File: config.mk
export PLATFORM = sky130hd
export DESIGN_NAME = prbs_multi_tx
export DESIGN_NICKNAME = d
export VERILOG_FILES = /design/src/rtl/prbs_pkg.sv /design/src/rtl/prbs_lfsr.sv /design/src/rtl/prbs_multi_tx.sv
export SDC_FILE = /design/constraint.sdc
export NUM_CORES = 1
export LEC_CHECK = 0
export ABC_AREA = 1
export CAP_MARGIN = 20
export CORE_UTILIZATION = 55
export DETAILED_ROUTE_END_ITERATION = 7
export PLACE_DENSITY = 0.76
export RECOVER_POWER = 25
export SLEW_MARGIN = 15
export SYNTH_ARGS = -nofsm -noshare
export SYNTH_HDL_FRONTEND = slang
export SYNTH_SLANG_ARGS = --single-unit
File: constraint.sdc
create_clock -name clk -period 4.75 [get_ports clk]
set_input_delay 0.475 -clock clk [delete_from_list [all_inputs] [get_ports clk]]
set_output_delay 0.475 -clock clk [all_outputs]
set_load 0.01 [all_outputs]
File: src/rtl/prbs_pkg.sv
// Shared types and constants for the multi-lane PRBS transmitter.
package prbs_pkg;

  // Transmitter control states.
  typedef enum logic [1:0] {
    StIdle,
    StSend,
    StDone
  } state_e;

  // Standard PRBS polynomials: feedback = s[Len-1] ^ s[Tap-1].
  localparam int unsigned Prbs7Len  = 7;
  localparam int unsigned Prbs7Tap  = 6;
  localparam int unsigned Prbs9Len  = 9;
  localparam int unsigned Prbs9Tap  = 5;
  localparam int unsigned Prbs15Len = 15;
  localparam int unsigned Prbs15Tap = 14;
  localparam int unsigned Prbs23Len = 23;
  localparam int unsigned Prbs23Tap = 18;
  localparam int unsigned Prbs31Len = 31;
  localparam int unsigned Prbs31Tap = 28;

  // Lane k starts from all-ones XOR k, so every lane sits at a different
  // point of the same maximal-length sequence.
  function automatic logic [31:0] lane_seed(input int unsigned len, input int unsigned k);
    logic [31:0] ones;
    ones = 32'hFFFF_FFFF >> (32 - len);
    return ones ^ k;
  endfunction

endpackage

File: src/rtl/prbs_lfsr.sv
// One PRBS lane: Fibonacci LFSR shifting left with feedback into the LSB.
module prbs_lfsr #(
  parameter int unsigned       Length = 7,
  parameter int unsigned       Tap    = 6,
  parameter logic [Length-1:0] Seed   = '1,
  parameter bit                Invert = 1'b0
) (
  input  logic clk,
  input  logic rst_n,
  input  logic load,
  input  logic advance,
  output logic lfsr_bit
);

  logic [Length-1:0] s_q, s_d;

  // Next LFSR state: reload the seed, or shift one step on advance.
  always_comb begin
    s_d = s_q;
    if (load) begin
      s_d = Seed;
    end else if (advance) begin
      s_d = {s_q[Length-2:0], s_q[Length-1] ^ s_q[Tap-1]};
    end
  end

  // LFSR state register.
  always_ff @(posedge clk or negedge rst_n) begin
    if (!rst_n) begin
      s_q <= Seed;
    end else begin
      s_q <= s_d;
    end
  end

  assign lfsr_bit = s_q[Length-1] ^ Invert;

endmodule

File: src/rtl/prbs_multi_tx.sv
// Multi-lane PRBS transmitter with programmable bit rate, framed or
// continuous operation and per-lane single-bit error injection.
module prbs_multi_tx
  import prbs_pkg::*;
#(
  parameter int unsigned CHANNELS    = 4,
  parameter int unsigned POLY_LENGTH = 7,
  parameter int unsigned POLY_TAP    = 6,
  parameter bit          INV_PATTERN = 1'b0,
  parameter int unsigned SPEED_W     = 4,
  parameter int unsigned FRAME_W     = 16,
  parameter bit          IDLE_LEVEL  = 1'b0
) (
  input  logic                clk,
  input  logic                rst_n,
  input  logic                start,
  input  logic                stop,
  input  logic [SPEED_W-1:0]  speed_ctr,
  input  logic [FRAME_W-1:0]  frame_len,
  input  logic [CHANNELS-1:0] err_inject_mask,
  input  logic                err_inject,
  output logic [CHANNELS-1:0] data_out,
  output logic                bit_valid,
  output logic                busy,
  output logic                done
);

  state_e              state_q, state_d;
  logic [SPEED_W-1:0]  speed_q, speed_d;
  logic [SPEED_W-1:0]  div_q, div_d;
  logic [FRAME_W-1:0]  len_q, len_d;
  logic [FRAME_W-1:0]  cnt_q, cnt_d;
  logic [CHANNELS-1:0] inj_q, inj_d;
  logic [CHANNELS-1:0] data_q, data_d;
  logic                valid_q, valid_d;
  logic [CHANNELS-1:0] lane_bit;
  logic                tick;
  logic                load;
  logic                frame_end;

  // One LFSR per lane, all advanced together on each bit tick.
  for (genvar k = 0; k < CHANNELS; k++) begin : g_lane
    localparam logic [POLY_LENGTH-1:0] LaneSeed = POLY_LENGTH'(lane_seed(POLY_LENGTH, k));

    prbs_lfsr #(
      .Length(POLY_LENGTH),
      .Tap   (POLY_TAP),
      .Seed  (LaneSeed),
      .Invert(INV_PATTERN)
    ) u_lfsr (
      .clk     (clk),
      .rst_n   (rst_n),
      .load    (load),
      .advance (tick),
      .lfsr_bit(lane_bit[k])
    );
  end

  // Control FSM, rate divider, bit counter and output data next-state.
  always_comb begin
    state_d   = state_q;
    speed_d   = speed_q;
    len_d     = len_q;
    div_d     = div_q;
    cnt_d     = cnt_q;
    data_d    = data_q;
    valid_d   = 1'b0;
    tick      = 1'b0;
    load      = 1'b0;
    frame_end = 1'b0;

    unique case (state_q)
      StIdle: begin
        if (start) begin
          state_d = StSend;
          speed_d = speed_ctr;
          len_d   = frame_len;
          div_d   = '0;
          cnt_d   = '0;
          load    = 1'b1;
        end
      end
      StSend: begin
        // The last bit has had its full period once the next tick would fall.
        frame_end = (div_q == '0) && (len_q != '0) && (cnt_q == len_q);
        if (stop || frame_end) begin
          state_d = StDone;
          data_d  = {CHANNELS{IDLE_LEVEL}};
        end else begin
          div_d = (div_q == speed_q) ? '0 : div_q + 1'b1;
          if (div_q == '0) begin
            tick    = 1'b1;
            valid_d = 1'b1;
            data_d  = lane_bit ^ inj_q;
            if (cnt_q != '1) begin
              cnt_d = cnt_q + 1'b1;
            end
          end
        end
      end
      StDone: begin
        state_d = StIdle;
      end
      default: begin
        state_d = StIdle;
      end
    endcase
  end

  // Injection flags: a tick consumes the current flags before new ones are
  // armed, so a request coincident with a tick lands on the following bit.
  always_comb begin
    inj_d = inj_q;
    if (tick) begin
      inj_d = '0;
    end
    if (err_inject) begin
      inj_d = inj_d | err_inject_mask;
    end
    if (state_q == StDone) begin
      inj_d = '0;
    end
  end

  // State and datapath registers.
  always_ff @(posedge clk or negedge rst_n) begin
    if (!rst_n) begin
      state_q <= StIdle;
      speed_q <= '0;
      len_q   <= '0;
      div_q   <= '0;
      cnt_q   <= '0;
      inj_q   <= '0;
      data_q  <= {CHANNELS{IDLE_LEVEL}};
      valid_q <= 1'b0;
    end else begin
      state_q <= state_d;
      speed_q <= speed_d;
      len_q   <= len_d;
      div_q   <= div_d;
      cnt_q   <= cnt_d;
      inj_q   <= inj_d;
      data_q  <= data_d;
      valid_q <= valid_d;
    end
  end

  assign data_out  = data_q;
  assign bit_valid = valid_q;
  assign busy      = (state_q == StSend);
  assign done      = (state_q == StDone);

endmodule

Yosys cells after proc, flatten, opt, wreduce, memory -nomap -nowiden:

Index checks and enable logic that the tools add are counted.

* register bits after elaboration: 79
* latch bits: 0
* memory bits (writable): 0
* bits in read-only memories: 0
* input bits: 29
* word-level logic and storage cells: 74
* memories kept: 0

* $add $sub $neg: 2
* multiply operators: 0
* divide/modulo/power cells: 0
* $lt $le $gt $ge: 0
* equality and inequality tests: 10
* shift operators: 0
* mux-type cells: 30
* bitwise gates (word level): 6
* reductions and logical operators: 14

Operators by type and width (number)
* $mux W16: 4
* $mux W7: 8
* $mux W4: 8
* $pmux W16 S2: 1
* $add A16 B1 Y16 const B: 1
* $eq A16 B16 Y1: 1
* $ne A16 B16 Y1 const B: 1
* $reduce_bool A16 Y1: 1
* $pmux W4 S2: 1
* $ne A2 B1 Y1 const B: 3
* $reduce_and A2 Y1: 3
* $reduce_bool A2 Y1: 3
* $mux W1: 5
* $reduce_and A5 Y1: 1
* $add A4 B1 Y4 const B: 1
* $eq A4 B4 Y1: 1
* $logic_not A4 Y1: 1
* $mux W2: 2
* $ne A2 B2 Y1 const B: 2
* $or A4 B4 Y4: 1
* $pmux W2 S2: 1
* $xor A1 B1 Y1: 4
* $xor A4 B4 Y4: 1
* $reduce_and A3 Y1: 1
* other kinds (5): 6

Longest topological paths before layout:

Gate-level depths: netlist of the first run.

* word-level depth: 10
* depth in mapped cells: 14

Cells and area by module:

A second synthesis of the first run with hierarchy kept.

* cell total of the unflattened synthesis: 540
* area, all modules: 4176.5 sq um

By module, submodules not included
* prbs_multi_tx: times used 1, cells an instance 404, area each 2915.3 sq um, seq. area each 1276.2 sq um
* prbs_lfsr (g_lane[1].u_lfsr): times used 1, cells an instance 35, area each 324.1 sq um, seq. area each 182.7 sq um
* prbs_lfsr (g_lane[2].u_lfsr): times used 1, cells an instance 33, area each 319.1 sq um, seq. area each 182.7 sq um
* prbs_lfsr (g_lane[0].u_lfsr): times used 1, cells an instance 34, area each 312.8 sq um, seq. area each 183.9 sq um
* prbs_lfsr (g_lane[3].u_lfsr): times used 1, cells an instance 34, area each 305.3 sq um, seq. area each 181.4 sq um

Worst setup path before layout of the first run:

No wires, ideal clock.

* path type: register to register
* from: register div_q[0]
* to: register cnt_q[0]
* setup time: 0.117 ns
* data arrival time: 1.554 ns
* data required time: 4.633 ns
* path slack: 3.079 ns
* cell stages (with the launch flop): 13
* buffers on the path: 1
* clock period less this slack: 1.671 ns
* path through: dfrtp_1 -> inv_1 -> ha_1 -> nand2_1 -> nor2_1 -> nand2_1 -> nor2_1 -> nand3_2 -> nand3_2 -> nand2_4 -> buf_2 -> nand3_1 -> nand2_1

* word-level cells in the longest chain between the ends: 6

RTL lines
* start: declaration: line prbs_multi_tx.sv:30 `logic [SPEED_W-1:0] div_q, div_d;`
* start signal: assignment: line prbs_multi_tx.sv:140 `div_q <= div_d;`
* $logic_not A4 Y1 *: line prbs_multi_tx.sv:85, prbs_multi_tx.sv:91
* $logic_and A1 B1 Y1 (2 in series): line prbs_multi_tx.sv:85 `frame_end = (div_q == '0) && (len_q != '0) && (cnt_q == len_q);`
* $logic_or A1 B1 Y1: line prbs_multi_tx.sv:86 `if (stop || frame_end) begin`
* $ne A2 B2 Y1 (no line)
* $reduce_and A5 Y1 (no line) *
* end signal: assignment: line prbs_multi_tx.sv:141 `cnt_q <= cnt_d;`
* end: declaration: line prbs_multi_tx.sv:32 `logic [FRAME_W-1:0] cnt_q, cnt_d;`

Mark *: on every way between the ends. The rest lies on a longest branch, timed or not.
A chain may end at the register's enable or synchronous reset.

Worst setup path in the final report of the first run:

* from: register state_q[1]
* to: output port busy

* word-level cells in the longest chain between the ends: 1

RTL lines
* start: declaration: line prbs_multi_tx.sv:28 `state_e state_q, state_d;`
* start signal: assignment: line prbs_multi_tx.sv:128 `state_q <= StIdle;`
* start signal: assignment: line prbs_multi_tx.sv:137 `state_q <= state_d;`
* $eq A2 B1 Y1: line prbs_multi_tx.sv:150 `assign busy = (state_q == StSend);`
* end: declaration: line prbs_multi_tx.sv:24 `output logic busy,`

Every way passes these cells.

==> flow_metrics.env, run 1 <==
export IMPL_place_congestion=0.915
export IMPL_yosys_warnings=0
export IMPL_fin_skew_ns=0.00863
export IMPL_synthCells=556
export IMPL_intPower_uw=1660
export IMPL_r2r_start="state_q[1]"
export IMPL_cts_max_level=3
export IMPL_slowest_stage="clkdlybuf4s50_1"
export IMPL_syn_area_um2=4180
export IMPL_setup_viol=0
export IMPL_syn2layout_area_growth_pct=14.7
export IMPL_final_util=0.658
export IMPL_synth_cell_types=29
export IMPL_grt_ovfl_total=0
export IMPL_syn_area_per_cell_um2=7.52
export IMPL_synth_common_cells="208 x nand2_1, 55 x dfrtp_1, 48 x nor2_1"
export IMPL_drc=0
export IMPL_io_buffer_count=35
export IMPL_setup_worst_path_start_class="register"
export IMPL_hold_buffers=0
export IMPL_criticalPathCategory="reg -> out"
export IMPL_synth_seq_cells=79
export IMPL_grt_max_degree=80
export IMPL_wl_per_cell_um=12.8
export IMPL_max_cap_viol_count=0
export IMPL_slew_viol_final=0
export IMPL_clk_pin_slew_ns=0.08
export IMPL_yosysSeqAreaShare=0.480
export IMPL_top_usage_layer="met2"
export IMPL_grt_util_met3=0.0397
export IMPL_period_minus_slack_ns=2.55
export IMPL_critPathBufInv=1
export IMPL_dieHeight_um=89.2
export IMPL_powerDensity_nw_per_um2=550
export IMPL_finalHoldViolCount=0
export IMPL_status="complete, no violations"
export IMPL_grt_pass1_vias=3118
export IMPL_dr_pass1_iters=5
export IMPL_layout_setup_ws_ns=2.20
export IMPL_grt_pass1_wl_mm=14.3
export IMPL_drtAntennaViolNets=0
export IMPL_dpl_hpwl_mm=6.06
export IMPL_max_stage_delay_ns=0.68
export IMPL_r2r_slack_ns=2.46
export IMPL_yosys_area_top_type="dfrtp_1"
export IMPL_core_rowCount=31
export IMPL_cts_resized=0
export IMPL_max_freq_mhz=392
export IMPL_cp_arrival_ns=2.08
export IMPL_cellLeakagePower_uw=0.00235
export IMPL_cts_root_buf="clkbuf_8"
export IMPL_async_flop_share=1.00
export IMPL_rsz0062_at_grt="no"
export IMPL_use_met2=0.381
export IMPL_cp_required_ns=4.28
export IMPL_nNetsFinal=615
export IMPL_drt_total_wl_mm=8.80
export IMPL_end_kind="primary output"
export IMPL_reg2reg_depth=5
export IMPL_hold_class="in -> async"
export IMPL_die_w_um=89.2
export IMPL_synth_area_leaders="dfrtp_1 33%, nand2_1 19%, dfstp_2 15%"
export IMPL_path_delay_family="buffers and inverters"
export IMPL_post_synth_top_count_cell="nand2_1"
export IMPL_crit_fanout=13
export IMPL_antenna_found_initial=0
export IMPL_post_route_period_util=0.538
export IMPL_vias=3473
export IMPL_dr_first_iter_drc_count=219
export IMPL_r2r_end="g_lane[2].u_lfsr.s_q[6]"
export IMPL_switching_power_uw=979
export IMPL_synth_flop_cell="dfrtp_1"
export IMPL_die_area_um2=7960
export IMPL_setup_tns_ns=0
export IMPL_holdWs_ns=0.251
export IMPL_io_pin_count=36
export IMPL_via_per_inst=5.06
export IMPL_cts_made_buffers=9
export IMPL_clock_path_buffers=2
export IMPL_grt_use_total=0.238
export IMPL_post_place_ws_ns=2.44
export IMPL_netlist_area_leader_share=0.329
export IMPL_comb_power_share=0.347
export IMPL_tightest_slew_ns=0.961
export IMPL_power_frac_seq=0.440
export IMPL_cts_tree="done"
export IMPL_synth_edf_count=0
export IMPL_crit_chain="nor2_2 -> clkdlybuf4s50_1"
export IMPL_use_met1=0.328
export IMPL_drive_above_1_share=0.126
export IMPL_peakVddDrop_uv=286
export IMPL_clockPowerShare=0.213
export IMPL_maxSlewHeadroom=0.359
export IMPL_clock_sinks=79
export IMPL_synthesis_nets=588
export IMPL_switching_share=0.371
export IMPL_cts_setup_buffers=0
export IMPL_clk_latency_ns=0.35
export IMPL_antennaDiodeCount=0
export IMPL_fill_cells=654
export IMPL_core_um2=7290
export IMPL_start_util=0.573
-- layer usage --
metal	wire [um]	up-vias
met3	416	10
met5	0	-
met4	123	0
li1	-	1786
met1	4180	1599
met2	4080	78
-- kinds of logic (layout without fill, tap and decap cells) --
logic type               count (synthesis)  count (layout)  synth area share
AO/OA/AOI/OAI                           49              49            0.0601
adder cells (fa/ha/maj)                  3               3           0.00898
buffers and inverters                   70             102            0.0691
AND/OR/NAND/NOR                        340             340             0.350
XOR/XNOR                                15              15            0.0314
flip-flops                              79              79             0.480
-- power groups by stage --
stage / Sequential [uW] / Combinational, uW / Clock, uW
after floorplan: 1130 / 703 / 0
after global placement: 1160 / 885 / 0
after detailed placement: 1170 / 921 / 0
after CTS: 1160 / 926 / 573
after global routing: 1190 / 1060 / 607
final: 1160 / 916 / 563
-- sequential cells by signal (all words and copies together) (netlist names) --
name and flops:
len_q 16, div_q 4, state_q 2, g_lane.u_lfsr.s_q 28, speed_q 4, inj_q 4, data_out 4, cnt_q 16
bit_valid 1
-- cells in the final DEF (no fill, tap or decap), drive strengths merged --
| cell type | instances |
|---|---|
| dfrtp | 55 |
| nand3 | 49 |
| buf | 3 |
| clkinv | 2 |
| o21ai | 35 |
| nand2 | 212 |
| clkdlybuf4s50 | 34 |
| dfstp | 24 |
| nor2 | 50 |
| nor3b | 1 |
| or2 | 17 |
| a31oi | 2 |
| clkbuf | 12 |
| nand3b | 1 |
| bufinv | 1 |
| a21oi | 12 |
| xnor2 | 4 |
| nor3 | 6 |
| inv | 50 |
| ha | 3 |
| xor2 | 11 |
| nand4 | 4 |
-- final cells by class --
| class | count | area [um^2] | share of cell area |
|---|---|---|---|
| repair buffers | 37 | 363 | 0.0756 |
| clock inverters | 4 | 56.3 | 0.0117 |
| clock buffers | 12 | 178 | 0.0370 |
| multi-input cells | 407 | 1890 | 0.393 |
| well taps | 99 | 124 | 0.0258 |
| flip-flops and latches | 79 | 2010 | 0.418 |
| inverters | 49 | 184 | 0.0383 |
-- worst max-delay path by stage --
stage | startpoint | endpoint | slack [ns] | cells after the start
global placement | start | g_lane[2].u_lfsr.s_q[5] | 2.50 | 8
CTS | state_q[1] | busy | 2.22 | 2
detailed placement | start | g_lane[2].u_lfsr.s_q[5] | 2.44 | 8
finish | state_q[1] | busy | 2.20 | 2
global route | state_q[0] | busy | 2.17 | 3
floorplan | div_q[0] | cnt_q[0] | 3.08 | 12
-- metrics by stage --
stage               power [uW]  instances  area (um^2)
finish                    2640        687         4800
detailed placement        2090        671         4560
global placement          2040        671         4560
floorplan                 1830        556         4180
CTS                       2660        687         4800
global route              2850        687         4800
Power figures use the tool's default switching activity.
==> run 2: changes to the inputs <==
==> constraint.sdc (replaced) <==
create_clock -name clk -period 2.6 [get_ports clk]
set_input_delay 0.26 -clock clk [delete_from_list [all_inputs] [get_ports clk]]
set_output_delay 0.26 -clock clk [all_outputs]
set_load 0.01 [all_outputs]
==> flow_metrics.env, run 2 (synthesis gave the netlist of run 1 again) <==
export IMPL_status="finished, violations left"
export IMPL_violations="capacitance limit, slew limit"
export IMPL_dieHeight_um=89.2
export IMPL_dr_pass1_iters=5
export IMPL_start_util=0.573
export IMPL_cts_setup_buffers=0
export IMPL_cts_made_buffers=9
export IMPL_finalHoldViolCount=0
export IMPL_crit_path_end="g_lane[2].u_lfsr.s_q[1]"
export IMPL_vias=3646
export IMPL_holdWs_ns=0.382
export IMPL_drc=0
export IMPL_cts_root_buf="clkbuf_8"
export IMPL_grt_util_met3=0.0434
export IMPL_intPower_uw=2900
export IMPL_post_route_period_util=0.825
export IMPL_cts_resized=0
export IMPL_max_freq_mhz=466
export IMPL_seqCellArea_um2=2010
export IMPL_use_met1=0.361
export IMPL_reg2reg_depth=11
export IMPL_r2r_end="g_lane[2].u_lfsr.s_q[1]"
export IMPL_grt_pass1_vias=3256
export IMPL_hold_class="in -> async"
export IMPL_dpl_hpwl_mm=6.27
export IMPL_maxSlewHeadroom=-0.274
export IMPL_powerDensity_nw_per_um2=993
export IMPL_period_minus_slack_ns=2.14
export IMPL_fill_cells=634
export IMPL_cp_required_ns=2.89
export IMPL_r2r_start="div_q[0]"
export IMPL_dr_first_iter_drc_count=265
export IMPL_io_pin_count=36
export IMPL_clockPowerShare=0.191
export IMPL_crit_fanout=35
export IMPL_multi_input_area_um2=1890
export IMPL_die_w_um=89.2
export IMPL_use_met2=0.378
export IMPL_hold_buffers=0
export IMPL_antennaDiodeCount=0
export IMPL_wl_per_cell_um=13.2
export IMPL_clock_path_buffers=2
export IMPL_end_kind="register"
export IMPL_grt_max_degree=80
export IMPL_clk_latency_ns=0.36
export IMPL_top_regs="g_lane.u_lfsr.s_q: 28 flops, cnt_q: 16 flops, len_q: 16 flops"
export IMPL_drtAntennaViolNets=0
export IMPL_final_util=0.657
export IMPL_grt_pass1_wl_mm=15.2
export IMPL_switching_share=0.390
export IMPL_comb_power_share=0.362
export IMPL_largest_reg_flops=28
export IMPL_core_um2=7290
export IMPL_setup_viol=0
export IMPL_cts_max_level=3
export IMPL_syn2layout_area_growth_pct=14.5
export IMPL_place_congestion=0.886
export IMPL_power_frac_seq=0.447
export IMPL_switching_power_uw=1850
export IMPL_drive_above_1_share=0.133
export IMPL_slew_viol_final=80
export IMPL_core_rowCount=31
export IMPL_setup_tns_ns=0
export IMPL_grt_use_total=0.252
export IMPL_antenna_found_initial=0
export IMPL_clk_pin_slew_ns=0.09
export IMPL_rsz0062_at_grt="no"
export IMPL_final_cell_mix="208 x nand2_1, 55 x dfrtp_1, 48 x nor2_1"
export IMPL_nNetsFinal=619
export IMPL_criticalPathCategory="reg -> reg"
export IMPL_fin_skew_ns=0.0136
export IMPL_r2r_slack_ns=0.46
export IMPL_final_common_cell="nand2_1"
export IMPL_drt_total_wl_mm=9.15
export IMPL_tightest_slew_ns=1.91
export IMPL_cellLeakagePower_uw=0.00234
export IMPL_setup_worst_path_start_class="register"
export IMPL_clock_sinks=79
export IMPL_cp_arrival_ns=2.44
export IMPL_regMostFlops="g_lane.u_lfsr.s_q"
export IMPL_grt_ovfl_total=0
export IMPL_max_cap_viol_count=1
export IMPL_via_per_inst=5.28
export IMPL_io_buffer_count=35
export IMPL_startpoint="div_q[0]"
export IMPL_top_usage_layer="met2"
export IMPL_peakVddDrop_uv=376
export IMPL_die_area_um2=7960
export IMPL_cts_tree="done"
-- run 2: cell types whose count changed in the layout (fill, tap and decap cells not counted) --
cell,previous run,this run
clkbuf_1,1,0
clkinv_4,2,0
inv_6,1,3
bufinv_16,1,0
clkbuf_2,0,1
buf_4,3,6
clkinvlp_4,0,3
clkbuf_16,2,1
-- run 2: how the worst min path moves through the flow --
stage | start | endpoint | slack [ns]
global placement | data_out[3] | data_out[3] | 0.46
CTS | rst_n | len_q[5] | 0.08
floorplan | rst_n | bit_valid | -0.04
global route | speed_ctr[0] | speed_q[0] | 0.46
detailed placement | data_out[0] | data_out[0] | 0.46
finish | rst_n | len_q[5] | 0.38
-- run 2: metrics by stage --
| stage | std cells | instance area, um^2 | setup slack, ns | power (uW) |
|---|---|---|---|---|
| after floorplan | 556 | 4180 | 0.929 | 3350 |
| after global placement | 675 | 4590 | 0.556 | 3770 |
| after detailed placement | 675 | 4590 | 0.505 | 3860 |
| after CTS | 691 | 4790 | 0.476 | 4770 |
| after global routing | 691 | 4790 | 0.221 | 5140 |
| final | 691 | 4790 | 0.456 | 4760 |
-- run 2: per-layer routing --
metal  share of wire  vias to the layer above
li1                -                     1798
met1            0.47                     1718
met2            0.46                      115
met3           0.052                       15
met4           0.016                        0
met5               0                        -
-- run 2: worst max-delay path, stage by stage (launching register included) --
cell     delay (ns)
dfrtp_1        0.45
inv_1          0.09
ha_1           0.19
nand2_1        0.13
nor2_1         0.06
nand2_1        0.06
nor2_1         0.05
nand3_2        0.11
nand4_4        0.39
inv_1          0.37
nand2_1        0.10
nand2_1        0.08
-- run 2: power by group through the flow --
stage | clock [uW] | combinational (uW) | sequential [uW]
4_1_cts | 919 | 1730 | 2120
5_1_grt | 975 | 1980 | 2190
3_3_place_gp | 0 | 1650 | 2120
3_5_place_dp | 0 | 1720 | 2140
6_report | 910 | 1720 | 2130
2_1_floorplan | 0 | 1280 | 2060
-- run 2: area by class of cell --
type | count | area share
Tap cell | 99 | 0.0259
Multi-Input combinational cell | 407 | 0.394
Clock inverter | 6 | 0.0102
Sequential cell | 79 | 0.419
Inverter | 49 | 0.0384
Clock buffer | 10 | 0.0311
Timing Repair Buffer | 41 | 0.0815
==> run 3: changes to the inputs <==
==> constraint.sdc (replaced) <==
create_clock -name clk -period 2.05 [get_ports clk]
set_input_delay 0.205 -clock clk [delete_from_list [all_inputs] [get_ports clk]]
set_output_delay 0.205 -clock clk [all_outputs]
set_load 0.01 [all_outputs]
==> flow_metrics.env, run 3 (synthesis gave the netlist of run 1 again) <==
export IMPL_end_kind="primary output"
export IMPL_dr_pass1_iters=4
export IMPL_whs_path_depth=3
export IMPL_peakVddDrop_uv=690
export IMPL_final_util=0.671
export IMPL_cts_root_buf="clkbuf_8"
export IMPL_reg2reg_depth=9
export IMPL_vias=3572
export IMPL_path_delay_family="buffers and inverters"
export IMPL_die_area_um2=7960
export IMPL_cts_tree="done"
export IMPL_grt_ovfl_total=0
export IMPL_fin_skew_ns=0.00940
export IMPL_antenna_found_initial=0
export IMPL_place_congestion=0.893
export IMPL_dpl_hpwl_mm=6.42
export IMPL_clk_latency_ns=0.35
export IMPL_design_area_um2=4890
export IMPL_setup_viol=0
export IMPL_tightest_slew_ns=0.704
export IMPL_core_um2=7290
export IMPL_grt_use_total=0.252
export IMPL_grt_max_degree=52
export IMPL_setup_tns_ns=0
export IMPL_drtAntennaViolNets=0
export IMPL_max_cap_viol_count=0
export IMPL_clk_pin_slew_ns=0.08
export IMPL_finalHoldViolCount=0
export IMPL_clock_sinks=79
export IMPL_slowest_stage="clkdlybuf4s50_1"
export IMPL_crit_chain="nor2_4 -> buf_4 -> clkdlybuf4s50_1"
export IMPL_antennaDiodeCount=0
export IMPL_post_route_period_util=0.952
export IMPL_cp_depth=3
export IMPL_drive_above_1_share=0.148
export IMPL_rsz0062_at_grt="no"
export IMPL_powerDensity_nw_per_um2=1240
export IMPL_cellLeakagePower_uw=0.00239
export IMPL_die_w_um=89.2
export IMPL_cts_setup_buffers=0
export IMPL_hold_class="in -> reg"
export IMPL_max_freq_mhz=513
export IMPL_cts_made_buffers=9
export IMPL_drt_total_wl_mm=9.11
export IMPL_place_area_um2=4680
export IMPL_final_common_cell="nand2_1"
export IMPL_largest_reg_flops=28
export IMPL_setup_worst_path_start_class="register"
export IMPL_max_stage_delay_ns=0.56
export IMPL_critPathBufInv=2
export IMPL_holdWs_ns=0.385
export IMPL_grt_pass1_wl_mm=15.1
export IMPL_cp_required_ns=1.85
export IMPL_io_pin_count=36
export IMPL_maxSlewHeadroom=0.530
export IMPL_dieHeight_um=89.2
export IMPL_regMostFlops="g_lane.u_lfsr.s_q"
export IMPL_status="complete, no violations"
export IMPL_cts_max_level=3
export IMPL_final_cell_mix="208 x nand2_1, 54 x dfrtp_1, 47 x nand3_1"
export IMPL_core_rowCount=31
export IMPL_grt_pass1_vias=3256
export IMPL_io_buffer_count=35
export IMPL_clock_path_buffers=2
export IMPL_drc=0
export IMPL_via_per_inst=5.10
export IMPL_period_minus_slack_ns=1.95
export IMPL_wl_per_cell_um=13.0
export IMPL_top_regs="g_lane.u_lfsr.s_q: 28 flops, cnt_q: 16 flops, len_q: 16 flops"
export IMPL_criticalPathCategory="reg -> out"
export IMPL_dr_first_iter_drc_count=216
export IMPL_cp_arrival_ns=1.75
export IMPL_nNetsFinal=628
export IMPL_start_util=0.573
export IMPL_syn2layout_area_growth_pct=17.0
export IMPL_crit_fanout=9
export IMPL_slew_viol_final=0
[run 3: cell count changes in the layout (fill, tap and decap cells not counted), sizes merged]
| cell | change |
|---|---|
| buf | +7 |
| clkbuf | +2 |
| clkinv | +2 |
| clkinvlp | -2 |
| inv | -2 |
| bufinv | +1 |
| dlygate4sd3 | +1 |
[run 3: final timing paths]
path	start	end	slack, ns
worst min-delay path	speed_ctr[0]	speed_q[0]	0.38
worst min register to register	data_out[1]	data_out[1]	0.48
min in group asynchronous	rst_n	len_q[6]	0.42
worst max-delay path	state_q[1]	busy	0.1
worst max register to register	cnt_q[1]	cnt_q[15]	0.14
max in group asynchronous	rst_n	cnt_q[0]	0.40
[run 3: what timing repair did]
| item | 4_1_cts | 5_1_grt |
|---|---|---|
| gates resized for setup | 1 | 6 |
| hold endpoints to repair | 20 | 0 |
| cloned | 0 | 0 |
| endpoints found under the setup margin | 1 | 33 |
| hold buffers | 1 | 0 |
[run 3: per-stage QoR]
step	total power, uW	setup WS, ns	instances
after floorplan	4240	0.379	556
after global placement	4850	0.194	683
after detailed placement	4940	0.118	683
after CTS	6110	0.0819	700
after global routing	6590	0.00140	700
final	6090	0.0991	700
[run 3: power by group]
group	internal [uW]	switching, uW
clock network	564	574
registers	2280	413
logic	949	1310
total	3790	2300
[run 3: metal layers]
metal  track usage  vias up  routed length [um]
li1              -     1813                   -
met1         0.360     1657                4430
met2         0.382       91                4130
met3        0.0591       11                 444
met4        0.0794        0                 114
met5             0        -                   0
[run 3: tightest hold or removal path: stages]
cell and delay (ns):
clkdlybuf4s50_1 0.39, nand2_1 0.06, nand2_1 0.04
[run 3: layout make-up]
type	instances	area, um^2
inverters	49	184
fillers	655	2400
multi-input cells	407	1920
clock inverters	5	56.3
repair buffers	50	473
flip-flops and latches	79	2010
well taps	99	124
clock buffers	11	131
